$ cat config.mk
export PLATFORM = sky130hd
export DESIGN_NAME = synth_ram_arbiter_flat
export DESIGN_NICKNAME = d
export VERILOG_FILES = /design/src/rtl/synth_ram_pkg.sv /design/src/rtl/synth_ram_arbiter_if.sv /design/src/rtl/rr_arb2.sv /design/src/rtl/synth_ram_arbiter.sv /design/src/flat_wrapper.sv
export SDC_FILE = /design/constraint.sdc
export NUM_CORES = 1
export LEC_CHECK = 0
export ABC_AREA = 1
export BUFFER_PORTS_ARGS = -buffer_cell sky130_fd_sc_hd__buf_2
export CAP_MARGIN = 20
export CORE_AREA = 2 2 109 111
export CTS_BUF_LIST = sky130_fd_sc_hd__clkbuf_16
export DETAILED_ROUTE_END_ITERATION = 6
export DIE_AREA = 0 0 111 113
export SLEW_MARGIN = 20
export SYNTH_ARGS = -nofsm -noshare
export SYNTH_HDL_FRONTEND = slang
export SYNTH_HIERARCHICAL = 1
export SYNTH_SLANG_ARGS = --single-unit
$ cat constraint.sdc
create_clock -name clk -period 3.85 [get_ports clk]
set_clock_uncertainty 0.05 [all_clocks]
set_input_delay 0.9625 -clock clk [delete_from_list [all_inputs] [get_ports clk]]
set_output_delay 0.9625 -clock clk [all_outputs]
set_load 0.01 [all_outputs]
$ cat src/rtl/synth_ram_pkg.sv
// Shared types and widths for the synth_ram arbiter slice.
//   WORD_W : RAM data word width
//   BE_W   : number of byte write enables per word
//   port_t : requester index (two requesters)
//   rsp_t  : registered response descriptor {valid, port, err}
package synth_ram_pkg;

    localparam int WORD_W = 32;
    localparam int BE_W   = 4;

    typedef logic port_t;

    typedef struct packed {
        logic  valid;
        port_t port;
        logic  err;
    } rsp_t;

endpackage

$ cat src/rtl/synth_ram_arbiter_if.sv
// Requester-side bus of the synth_ram arbiter: request handshake plus the
// one-cycle-later response.
//   valid/ready  : request handshake, accepted when both are high
//   wen          : byte write enables, all zero means read
//   addr/wdata   : word address and write data
//   rvalid/rdata : response strobe and read data (old word for writes)
//   err          : response carries an out-of-range error
// Modports: master = requester, slave = arbiter.
interface synth_ram_arbiter_if #(
    parameter int ADDR_W = 22
);
    logic                             valid;
    logic                             ready;
    logic [synth_ram_pkg::BE_W-1:0]   wen;
    logic [ADDR_W-1:0]                addr;
    logic [synth_ram_pkg::WORD_W-1:0] wdata;
    logic                             rvalid;
    logic [synth_ram_pkg::WORD_W-1:0] rdata;
    logic                             err;

    modport master (
        output valid, wen, addr, wdata,
        input  ready, rvalid, rdata, err
    );

    modport slave (
        input  valid, wen, addr, wdata,
        output ready, rvalid, rdata, err
    );
endinterface

$ cat src/rtl/rr_arb2.sv
// Two-input round-robin arbiter.
//   clk, resetn : clock, asynchronous active-low reset
//   req[1:0]    : request lines
//   gnt[1:0]    : combinational one-hot (or zero) grant
// The priority register starts at port 0 and, on every grant, moves to the
// port that was not granted; with no grant it holds.
module rr_arb2
    import synth_ram_pkg::*;
(
    input  logic       clk,
    input  logic       resetn,
    input  logic [1:0] req,
    output logic [1:0] gnt
);

    port_t prio;

    always_comb begin
        gnt = 2'b00;
        if (req[0] && req[1]) begin
            gnt[prio] = 1'b1;
        end else begin
            gnt = req;
        end
    end

    always_ff @(posedge clk or negedge resetn) begin
        if (!resetn) begin
            prio <= 1'b0;
        end else if (gnt[0]) begin
            prio <= 1'b1;
        end else if (gnt[1]) begin
            prio <= 1'b0;
        end
    end

endmodule

$ cat src/rtl/synth_ram_arbiter.sv
// Shares one single-port synth_ram (registered 1-cycle read) between two
// requesters. One access per cycle, round-robin on contention, response to
// the issuing port one cycle after acceptance. Out-of-range addresses are
// accepted but never reach the RAM; they answer with err = 1 and rdata = 0.
//   clk, resetn      : clock, asynchronous active-low reset
//   p0, p1           : requester buses (slave side)
//   ram_ena/ram_wen  : RAM enable and byte write enables
//   ram_addr         : RAM word address
//   ram_wdata        : RAM write data
//   ram_rdata        : RAM read data, valid the cycle after ram_ena
module synth_ram_arbiter
    import synth_ram_pkg::*;
#(
    parameter int WORDS  = 64,
    parameter int ADDR_W = 22
) (
    input  logic                clk,
    input  logic                resetn,
    synth_ram_arbiter_if.slave  p0,
    synth_ram_arbiter_if.slave  p1,
    output logic                ram_ena,
    output logic [BE_W-1:0]     ram_wen,
    output logic [ADDR_W-1:0]   ram_addr,
    output logic [WORD_W-1:0]   ram_wdata,
    input  logic [WORD_W-1:0]   ram_rdata
);

    localparam logic [ADDR_W-1:0] LIMIT = ADDR_W'(WORDS);

    logic [1:0] req;
    logic [1:0] gnt;
    logic       accept;
    port_t      gport;
    logic       in_range;
    rsp_t       rsp;

    // No grants while reset is held, even though resetn is asynchronous.
    assign req = {p1.valid, p0.valid} & {2{resetn}};

    rr_arb2 u_arb (
        .clk    (clk),
        .resetn (resetn),
        .req    (req),
        .gnt    (gnt)
    );

    assign p0.ready = gnt[0];
    assign p1.ready = gnt[1];
    assign accept   = |gnt;
    assign gport    = gnt[1];

    // Issue stage: mux the granted request onto the RAM.
    always_comb begin
        ram_addr  = gport ? p1.addr  : p0.addr;
        ram_wdata = gport ? p1.wdata : p0.wdata;
        in_range  = ram_addr < LIMIT;
        ram_ena   = accept && in_range;
        ram_wen   = ram_ena ? (gport ? p1.wen : p0.wen) : '0;
    end

    // Response stage: remember who was served and whether it was in range.
    always_ff @(posedge clk or negedge resetn) begin
        if (!resetn) begin
            rsp <= '0;
        end else begin
            rsp.valid <= accept;
            rsp.port  <= gport;
            rsp.err   <= accept && !in_range;
        end
    end

    always_comb begin
        p0.rvalid = rsp.valid && (rsp.port == 1'b0);
        p1.rvalid = rsp.valid && (rsp.port == 1'b1);
        p0.err    = p0.rvalid && rsp.err;
        p1.err    = p1.rvalid && rsp.err;
        p0.rdata  = (p0.rvalid && !rsp.err) ? ram_rdata : '0;
        p1.rdata  = (p1.rvalid && !rsp.err) ? ram_rdata : '0;
    end

endmodule

$ cat src/flat_wrapper.sv
// flat-port wrapper written by rule: the top's interface ports become plain ports
module synth_ram_arbiter_flat import synth_ram_pkg::*;
#(
    parameter int WORDS  = 64,
    parameter int ADDR_W = 22
)
  (clk, resetn, ram_ena, ram_wen, ram_addr, ram_wdata, ram_rdata, p0_valid, p0_wen, p0_addr, p0_wdata, p0_ready, p0_rvalid, p0_rdata, p0_err, p1_valid, p1_wen, p1_addr, p1_wdata, p1_ready, p1_rvalid, p1_rdata, p1_err);
  synth_ram_arbiter_if #(.ADDR_W(ADDR_W)) p0_i ();
  synth_ram_arbiter_if #(.ADDR_W(ADDR_W)) p1_i ();
  input  logic clk;
  input  logic resetn;
  output logic ram_ena;
  output logic [BE_W-1:0] ram_wen;
  output logic [ADDR_W-1:0] ram_addr;
  output logic [WORD_W-1:0] ram_wdata;
  input  logic [WORD_W-1:0] ram_rdata;
  input wire logic [$bits(p0_i.valid)-1:0] p0_valid;
  input wire logic [$bits(p0_i.wen)-1:0] p0_wen;
  input wire logic [$bits(p0_i.addr)-1:0] p0_addr;
  input wire logic [$bits(p0_i.wdata)-1:0] p0_wdata;
  output wire logic [$bits(p0_i.ready)-1:0] p0_ready;
  output wire logic [$bits(p0_i.rvalid)-1:0] p0_rvalid;
  output wire logic [$bits(p0_i.rdata)-1:0] p0_rdata;
  output wire logic [$bits(p0_i.err)-1:0] p0_err;
  input wire logic [$bits(p1_i.valid)-1:0] p1_valid;
  input wire logic [$bits(p1_i.wen)-1:0] p1_wen;
  input wire logic [$bits(p1_i.addr)-1:0] p1_addr;
  input wire logic [$bits(p1_i.wdata)-1:0] p1_wdata;
  output wire logic [$bits(p1_i.ready)-1:0] p1_ready;
  output wire logic [$bits(p1_i.rvalid)-1:0] p1_rvalid;
  output wire logic [$bits(p1_i.rdata)-1:0] p1_rdata;
  output wire logic [$bits(p1_i.err)-1:0] p1_err;
  assign p0_i.valid = p0_valid;
  assign p0_i.wen = p0_wen;
  assign p0_i.addr = p0_addr;
  assign p0_i.wdata = p0_wdata;
  assign p0_ready = p0_i.ready;
  assign p0_rvalid = p0_i.rvalid;
  assign p0_rdata = p0_i.rdata;
  assign p0_err = p0_i.err;
  assign p1_i.valid = p1_valid;
  assign p1_i.wen = p1_wen;
  assign p1_i.addr = p1_addr;
  assign p1_i.wdata = p1_wdata;
  assign p1_ready = p1_i.ready;
  assign p1_rvalid = p1_i.rvalid;
  assign p1_rdata = p1_i.rdata;
  assign p1_err = p1_i.err;
  synth_ram_arbiter #(.WORDS(WORDS), .ADDR_W(ADDR_W)) u_core (.clk(clk), .resetn(resetn), .p0(p0_i), .p1(p1_i), .ram_ena(ram_ena), .ram_wen(ram_wen), .ram_addr(ram_addr), .ram_wdata(ram_wdata), .ram_rdata(ram_rdata));
endmodule
==> flow_summary.toml <==
[job]
cap_violations = 0

[synth]
synth_seq_cells = 4
synth_area_per_cell_um2 = 4.33
synth_fp_nets = 483
yosysTopAreaCell = "nand2_1"
postSynthCellCount = 331
synth_edf_count = 0
yosys-top-cells-count = "nand2_1 (164), nor2_1 (78), inv_1 (42), nand2_2 (13), clkbuf_1 (8)"
yosysMostFrequentCell = "nand2_1"
synth_area_mm2 = 0.00143
yosys-top-cells-area = "nand2_1 (43%), nor2_1 (20%), inv_1 (11%)"
synthArstFlopShare_pct = 100
synth.top_cell.area_share_pct = 42.9
ys.flop_type = "dfrtp_1"
ys_warn_count = 6
synthDistinctLibCells = 15
ys_seq_area_share_pct = 6.98

[drt]
drt_iter0_markers = 65
wl_um = 7950
ant_nets = 0
num_vias = 2792
drc = 0
vias_per_cell = 3.76
firstDrtPassIters = 4
routedWlPerCell_um = 10.7

[floorplan]
die_h_um = 113
io_pins = 281
design.core.area_mm2 = 0.0113
dieArea_mm2 = 0.0125
die_x_um = 111
start_util_pct = 12.7
rows = 39

[global_routing]
first_global_vias = 2519
grt_overflow = 0
grt_first_pass_wirelength_um = 11900
grt_usage_pct = 11.4
grt_max_degree = 37
grt_antenna_before_repair = 0

[sta]
rsz0062_at_grt = "no"
finalSetupViolations = 0
setup_ws_ns = 0.279
finalCritPeriodShare_pct = 92.8
relSlewSlack_pct = 33.7
max_freq_mhz = 280
hold_viol = 0
worst_pin_slew_ns = 0.993
fin_hold_ws_ns = 0.489
min_period_ns = 3.57
setup_tns_ns = 0
drv_slew = 0

[power]
p_leak_uw = 0.00226
max-vdd-ir-drop_mv = 0.102
power.total_uw = 642
powerDensity_mw_per_mm2 = 211

[worst_setup_path]
timing.rr.end = "u_core/rsp[0]"
crit_path_max_fanout = 26
required_ns = 2.84
ff2ff_path_depth = 9
ff2ff_setup_slack_ns = 2.37
crit_end = "ram_wen[3]"
cp-start-kind = "input pin"
rr_startpoint = "u_core/u_arb/prio"
end_kind = "primary output"
criticalPathCategory = "input pin to primary output"
arrival_ns = 2.56
worstSetupStartpoint = "resetn"

[place]
numPortBuffers = 280
dp_hpwl_um = 6960
pre_cts_ws_ns = 0.237
dp.cells = 739
gp_congestion = 0.748

[clock_tree]
ctsResizeCount = 0
hold_buffers = 0
cts_buffers = 3
postCtsSetupRepairBufs = 0
h-tree-depth = 1
clk_latency_ns = 0.22
cts_tree = "yes"
cts_buffer_depth = 2
numClockSinks = 4
root_buffer = "clkbuf_16"
clkSlewWorstSetupHoldPaths_ns = 0.03

[worst_hold_path]
hold_class = "flip-flop to flip-flop"

[final_layout]
area_delta_synth_final_pct = 112
drive_gt1_share_pct = 51.0
nNetsFinal = 754
fin_cells = 743
diodes = 0

[run_status]
status = "finished clean"
==> flip-flops by register name (all words and copies together), names as in the netlist <==
register / count
u_core/u_arb/prio: 1
u_core/rsp: 3
==> routing by layer <==
metal	share of wire [%]	vias to the layer above	global-route usage (%)
met5	0	-	0
li1	-	1484	-
met2	52	172	23.0
met3	9.7	4	1.93
met4	0.54	0	2.25
met1	38	1132	12.5
==> cells in the final DEF (no fill, tap or decap) <==
cell type / synthesis / layout
nand3_2: 1 / 1
nand2_1: 164 / 163
nor2_2: 3 / 3
buf_12: 0 / 1
inv_4: 1 / 1
mux2i_1: 4 / 4
buf_8: 0 / 1
buf_2: 5 / 280
inv_1: 42 / 42
clkbuf_16: 0 / 3
nor3_1: 1 / 1
nor2_1: 78 / 78
dfrtp_1: 4 / 4
nand2_2: 13 / 14
a21oi_1: 2 / 2
buf_4: 0 / 2
==> critical path, cell delays in order <==
cell     delay, ns
buf_2         0.15
nand2_1       0.06
inv_1         0.10
nand2_1       0.07
nand2_2       0.12
inv_4         0.14
nand2_1       0.09
nand2_1       0.07
nor2_2        0.10
nand2_1       0.06
nor2_2        0.16
nand3_2       0.19
nor2_1        0.14
buf_2         0.14
==> power breakdown <==
| part | total (uW) | internal, uW | switching, uW |
|---|---|---|---|
| sequential | 53.3 | 48.0 | 5.31 |
| combinational | 427 | 180 | 246 |
| clock | 162 | 133 | 28.9 |
==> metrics by stage <==
step,utilization (%),cell area (um2)
2_1_floorplan,-,1430
3_3_place_gp,26.2,2960
3_5_place_dp,26.2,2960
4_1_cts,26.9,3030
5_1_grt,27.0,3050
6_report,27.0,3050
==> logic make-up after synthesis <==
family | Yosys count | synth area share [%]
buf+inv | 61 | 18.2
simple gates | 260 | 71.4
flops | 4 | 6.98
compound gates | 2 | 0.698
mux | 4 | 2.79
==> area by class of cell <==
cell class / count / area (um2)
timing repair buffer: 284 / 1450
tap: 143 / 179
clock buffer: 3 / 75.1
sequential: 4 / 100
multi-input combinational: 266 / 1080
fill: 1330 / 8230
inverter: 43 / 164
==> worst min-delay path by stage <==
stage | start | to | depth (start not counted)
floorplan | u_core/u_arb/prio | u_core/u_arb/prio | 2
global route | resetn | u_core/rsp[2] | 1
finish | u_core/u_arb/prio | u_core/u_arb/prio | 2
detailed placement | u_core/u_arb/prio | u_core/u_arb/prio | 2
CTS | u_core/u_arb/prio | u_core/u_arb/prio | 2
global placement | u_core/u_arb/prio | u_core/u_arb/prio | 2
(Power assumes the default switching activity.)
